[config.mk]
export PLATFORM = sky130hd
export DESIGN_NAME = demux4_dispatcher
export DESIGN_NICKNAME = d
export VERILOG_FILES = /design/src/rtl/demux4_dispatcher.sv
export SDC_FILE = /design/constraint.sdc
export NUM_CORES = 1
export LEC_CHECK = 0
export CAP_MARGIN = 15
export CORE_ASPECT_RATIO = 1.1
export CORE_MARGIN = 2
export CORE_UTILIZATION = 30
export DETAILED_ROUTE_END_ITERATION = 10
export PLACE_DENSITY = 0.64
export SYNTH_ARGS = -nofsm -noshare
export SYNTH_HDL_FRONTEND = slang
export SYNTH_SLANG_ARGS = --single-unit
[constraint.sdc]
create_clock -name clk -period 2 [get_ports clk]
set_input_delay 0.5 -clock clk [delete_from_list [all_inputs] [get_ports clk]]
set_output_delay 0.5 -clock clk [all_outputs]
set_load 0.02 [all_outputs]
[src/rtl/demux4_dispatcher.sv]
// rtl/demux4_dispatcher.sv - one-to-four word dispatcher with addressed and round-robin steering
module demux4_dispatcher #(
  parameter int DATA_W = 8
) (
  input  logic              clk,
  input  logic              rst,
  input  logic              in_valid,
  output logic              in_ready,
  input  logic [DATA_W-1:0] in_data,
  input  logic [1:0]        in_sel,
  input  logic              mode,
  input  logic [3:0]        ch_en,
  output logic [3:0]        out_valid,
  input  logic [3:0]        out_ready,
  output logic [DATA_W-1:0] out_data,
  output logic [1:0]        rr_ptr,
  output logic              drop_err,
  output logic [15:0]       dispatch_cnt,
  output logic [7:0]        drop_cnt
);

  typedef enum logic {IDLE, HOLD} state_t;

  state_t              state_q, state_d;
  logic [1:0]          tgt_q, tgt_d;
  logic [1:0]          rr_q, rr_d;
  logic [DATA_W-1:0]   data_q, data_d;
  logic                drop_err_q, drop_err_d;
  logic [15:0]         disp_q, disp_d;
  logic [7:0]          drop_q, drop_d;

  logic                can_take;
  logic                deliver;
  logic                accept;
  logic                tgt_ok;
  logic [1:0]          new_tgt;

  // First enabled channel found scanning upward from start, wrapping mod 4.
  function automatic logic [1:0] rr_pick(input logic [1:0] start, input logic [3:0] en);
    logic [1:0] pick;
    logic [1:0] idx;
    pick = start;
    for (int k = 3; k >= 0; k--) begin
      idx = start + 2'(k);
      if (en[idx]) pick = idx;
    end
    return pick;
  endfunction

  // Target choice, handshakes and next-state for the IDLE/HOLD controller.
  always_comb begin
    can_take   = ~mode | (|ch_en);
    new_tgt    = mode ? rr_pick(rr_q, ch_en) : in_sel;
    tgt_ok     = mode ? (|ch_en) : ch_en[in_sel];
    deliver    = (state_q == HOLD) && out_ready[tgt_q];

    if (rst) begin
      in_ready = 1'b0;
    end else if (state_q == IDLE) begin
      in_ready = can_take;
    end else begin
      in_ready = out_ready[tgt_q] & can_take;
    end
    accept = in_valid & in_ready;

    state_d    = state_q;
    tgt_d      = tgt_q;
    data_d     = data_q;
    rr_d       = rr_q;
    drop_err_d = 1'b0;
    disp_d     = disp_q;
    drop_d     = drop_q;

    if (deliver) begin
      disp_d  = disp_q + 16'd1;
      state_d = IDLE;
    end

    if (accept) begin
      if (tgt_ok) begin
        state_d = HOLD;
        tgt_d   = new_tgt;
        data_d  = in_data;
        if (mode) rr_d = new_tgt + 2'd1;
      end else begin
        drop_err_d = 1'b1;
        if (drop_q != 8'hFF) drop_d = drop_q + 8'd1;
      end
    end
  end

  // State register; reset discards any held word without counting it.
  always_ff @(posedge clk) begin
    if (rst) begin
      state_q    <= IDLE;
      tgt_q      <= 2'd0;
      data_q     <= '0;
      rr_q       <= 2'd0;
      drop_err_q <= 1'b0;
      disp_q     <= 16'd0;
      drop_q     <= 8'd0;
    end else begin
      state_q    <= state_d;
      tgt_q      <= tgt_d;
      data_q     <= data_d;
      rr_q       <= rr_d;
      drop_err_q <= drop_err_d;
      disp_q     <= disp_d;
      drop_q     <= drop_d;
    end
  end

  assign out_valid    = (state_q == HOLD) ? (4'b0001 << tgt_q) : 4'b0000;
  assign out_data     = data_q;
  assign rr_ptr       = rr_q;
  assign drop_err     = drop_err_q;
  assign dispatch_cnt = disp_q;
  assign drop_cnt     = drop_q;

endmodule

==> impl_metrics.py <==
metrics = {
    "grt": {
        "grt_pass1_wl_microns": 7710,
        "grt_pass1_vias": 1752,
        "grt_util_all_layers_pct": 13.7,
        "grt_start_max_net_pins": 38,
        "grt_overflow": 0,
        "antenna_found_initial": 0,
    },
    "timing": {
        "whs_ns": 0.493,
        "rsz0062_at_grt": "true",
        "finalHoldViolations": 0,
        "slew_headroom_pct": 73.6,
        "setup-tns-final_ns": 0,
        "tightest_slew_ns": 0.397,
        "fin_skew_ns": 0.00336,
        "final_min_period_over_clock_period_pct": 99.0,
        "highest_clock_rate_mhz": 505,
        "setup_viol": 0,
        "min_period_ns": 1.98,
        "finalMaxSlewViolations": 0,
    },
    "power": {
        "static-leakage-power_nw": 1.24,
        "vdd_ir_drop_max_mv": 0.301,
        "power.density_cell_area_nw_per_um2": 553,
    },
    "critical_path": {
        "r2r.worst_path.cells": 7,
        "critical_path_class": "flop to output port",
        "r2r_end": "drop_cnt[7]",
        "critical_path_peak_fanout": 4,
        "worst_r2r_startpoint": "drop_cnt[0]",
        "cp.arrival_ns": 1.48,
        "slack_of_the_worst_reg_to_reg_path_ns": 0.17,
        "endpoint_kind": "output port",
        "cp_startpoint_kind": "flop",
        "timing.critical_path.required_ns": 1.50,
    },
    "worst_hold_path": {
        "hold-path-cell-count": 2,
        "hold-path-endpoint": "out_data[2]",
        "holdCritStartpoint": "out_data[2]",
        "holdCritPathClass": "flop to flop",
    },
    "layout": {
        "drive_above_1_share_pct": 21.1,
        "fillerInstances": 585,
        "diodes": 0,
        "area_delta_synth_final_pct": 57.9,
        "design.final.nets": 322,
    },
    "status": {
        "result_of_the_run": "finished, final reports clean",
    },
    "synth": {
        "yosys-top-cells-area": "sky130_fd_sc_hd__dfxtp_1 (40%), sky130_fd_sc_hd__mux2i_1 (6.9%), sky130_fd_sc_hd__nor2_1 (5.8%)",
        "postSynthNetCount": 232,
        "synth_cells": 208,
        "yosys_register_bits": 38,
        "seq_area_frac_synth_pct": 40.3,
        "yosys.area.top_type": "sky130_fd_sc_hd__dfxtp_1",
        "synth.yosys.warnings": 0,
        "synth.avg_cell_area_sq_um": 9.08,
        "netlist_area_sq_um": 1890,
        "yosys.cell_types.count": 42,
        "synth_top_area_share_pct": 40.3,
    },
    "detailed_routing": {
        "initialDrtViolationCount": 76,
        "via_count": 1836,
        "drt_first_pass_iters": 4,
        "routed_via_density": 4.84,
        "route.antenna.remaining_nets": 0,
        "route.final.wire_length_microns": 4630,
        "wire_per_inst_microns": 12.2,
        "drt_drc_violations_left": 0,
    },
    "clocking": {
        "tritoncts": "yes",
        "clock_tree.htree_level_count": 2,
        "ctsHoldBuffers": 0,
        "cts_made_buffers": 5,
        "cts-root-to-sink-buffers": 2,
        "clkTransAtPathRegs_ns": 0.07,
        "tritoncts_num_sinks": 38,
        "clk_root_buffer_cell": "sky130_fd_sc_hd__clkbuf_8",
        "clkLatencyLatePin_ns": 0.28,
    },
    "floorplanning": {
        "core_region_area_sq_um": 6120,
        "io_pins": 62,
        "die_w_microns": 79.7,
        "design.die.area_sq_um": 6950,
        "fp.dieH_microns": 87.2,
        "rows": 30,
        "initial_core_util_pct": 30.9,
    },
    "job": {
        "maxCapViolations": 0,
    },
    "place": {
        "port_buffers": 61,
        "detailedPlacementHpwl_microns": 3290,
        "gp_routability_congestion": 0.727,
    },
}
[synth_stat cells]
cell and n:
sky130_fd_sc_hd__dfxtp_1 38, sky130_fd_sc_hd__nor2_1 29, sky130_fd_sc_hd__mux2i_1 13, sky130_fd_sc_hd__xor2_1 11, sky130_fd_sc_hd__nand3_1 10, sky130_fd_sc_hd__a21oi_1 8, sky130_fd_sc_hd__nor2b_1 8, sky130_fd_sc_hd__nand2_1 7
sky130_fd_sc_hd__and3_1 6, sky130_fd_sc_hd__nand4_1 6, sky130_fd_sc_hd__xnor2_1 6, sky130_fd_sc_hd__clkbuf_1 5, sky130_fd_sc_hd__inv_1 5, sky130_fd_sc_hd__nor3_1 5, sky130_fd_sc_hd__o21ai_0 5, sky130_fd_sc_hd__and4_1 4
sky130_fd_sc_hd__a211oi_1 3, sky130_fd_sc_hd__and2b_2 3, sky130_fd_sc_hd__o22ai_1 3, sky130_fd_sc_hd__o31ai_1 3, sky130_fd_sc_hd__or3_1 3, sky130_fd_sc_hd__a22oi_1 2, sky130_fd_sc_hd__and2_1 2, sky130_fd_sc_hd__and2_2 2
sky130_fd_sc_hd__and3_2 2, sky130_fd_sc_hd__ha_1 2, sky130_fd_sc_hd__nand2b_1 2, sky130_fd_sc_hd__a221oi_4 1, sky130_fd_sc_hd__a222oi_1 1, sky130_fd_sc_hd__a22o_1 1, sky130_fd_sc_hd__a311oi_1 1, sky130_fd_sc_hd__a31oi_1 1
sky130_fd_sc_hd__and4_2 1, sky130_fd_sc_hd__and4b_1 1, sky130_fd_sc_hd__buf_1 1, sky130_fd_sc_hd__buf_2 1, sky130_fd_sc_hd__buf_6 1, sky130_fd_sc_hd__mux2i_2 1, sky130_fd_sc_hd__mux4_1 1, sky130_fd_sc_hd__nand3_4 1
sky130_fd_sc_hd__o21bai_1 1, sky130_fd_sc_hd__or4_1 1
[where the power goes]
group	internal (mW)	total, mW	switching (mW)
logic	0.176	0.317	0.142
clock network	0.277	0.540	0.263
registers	0.775	0.793	0.0183
[critical path, cell delays in order (launching register included)]
cell and delay, ns:
sky130_fd_sc_hd__dfxtp_4 0.38, sky130_fd_sc_hd__mux2i_4 0.20, sky130_fd_sc_hd__a221oi_4 0.32, sky130_fd_sc_hd__and2_4 0.19, sky130_fd_sc_hd__buf_6 0.11
[routing by layer]
layer	vias to the layer above	track usage, %	part of all wire, %
met4	0	3.92	0.82
met3	5	3.22	4.6
li1	923	-	-
met1	869	16.9	44
met2	39	23.7	50
met5	-	0	0
[cells in the final DEF (no fill, tap or decap), types with 3 or more instances in the layout]
cell / instances
sky130_fd_sc_hd__and3_1: 6
sky130_fd_sc_hd__clkbuf_8: 6
sky130_fd_sc_hd__nor2b_1: 6
sky130_fd_sc_hd__mux2i_4: 4
sky130_fd_sc_hd__dlygate4sd2_1: 5
sky130_fd_sc_hd__buf_4: 26
sky130_fd_sc_hd__xor2_1: 11
sky130_fd_sc_hd__a211oi_1: 3
sky130_fd_sc_hd__dfxtp_1: 37
sky130_fd_sc_hd__nand2_1: 7
sky130_fd_sc_hd__o21ai_0: 5
sky130_fd_sc_hd__nand4_1: 6
sky130_fd_sc_hd__dlymetal6s2s_1: 5
sky130_fd_sc_hd__clkdlybuf4s50_1: 48
sky130_fd_sc_hd__and4_1: 4
sky130_fd_sc_hd__o31ai_1: 3
sky130_fd_sc_hd__nor3_1: 4
sky130_fd_sc_hd__nor2_1: 27
sky130_fd_sc_hd__xnor2_1: 6
sky130_fd_sc_hd__or3_1: 3
sky130_fd_sc_hd__and2b_2: 3
sky130_fd_sc_hd__o22ai_1: 3
sky130_fd_sc_hd__mux2i_1: 10
sky130_fd_sc_hd__buf_6: 5
sky130_fd_sc_hd__inv_1: 5
sky130_fd_sc_hd__a21oi_1: 7
sky130_fd_sc_hd__nand3_1: 10
[registers in the layout, indices dropped and copies added (netlist names)]
signal / count
dispatch_cnt: 16
drop_cnt: 8
out_data: 8
rr_ptr: 2
tgt_q: 2
drop_err: 1
state_q: 1
[what timing repair did]
| item | 4_1_cts | 5_1_grt |
|---|---|---|
| endpoints found under the setup margin | 17 | 24 |
| resized for setup | 17 | 27 |
| buffers inserted | 1 | 2 |
| pin swaps | 0 | 6 |
[cell families after synthesis]
logic type / Yosys count / synth area share, %
AND/OR/NAND/NOR: 93 / 27.3
flip-flops: 38 / 40.3
AO/OA/AOI/OAI: 30 / 11.2
XOR/XNOR: 17 / 7.88
multiplexers: 15 / 9.01
buffers and inverters: 13 / 3.05
adder cells (fa/ha/maj): 2 / 1.32
[cell type report]
class	count	area, sq um	share of cell area [%]
inverters	5	18.8	0.629
clock inverters	2	12.5	0.419
repair buffers	91	858	28.8
flip-flops and latches	38	764	25.6
clock buffers	6	82.6	2.77
multi-input cells	157	1150	38.4
well taps	80	100	3.35
[how the worst max path moves through the flow]
stage / endpoint / start / slack [ns]
after floorplan: drop_cnt[7] / drop_cnt[0] / 0.15
after global placement: in_ready / out_ready[3] / -0.68
after detailed placement: in_ready / out_ready[3] / -0.70
after CTS: in_ready / out_ready[2] / -0.19
after global routing: in_ready / tgt_q[1] / -0.04
final: in_ready / tgt_q[1] / 0.02
[stage by stage]
step	total power, mW	util, %	worst slack, ns	cell area, sq um	std cells
floorplan	0.951	-	0.155	1890	208
global placement	1.10	45.2	-0.683	2760	368
detailed placement	1.10	45.2	-0.703	2760	368
CTS	1.65	46.9	-0.194	2870	377
global route	1.74	48.8	-0.0449	2980	379
finish	1.65	48.8	0.0204	2980	379
Power figures use the tool's default switching activity.
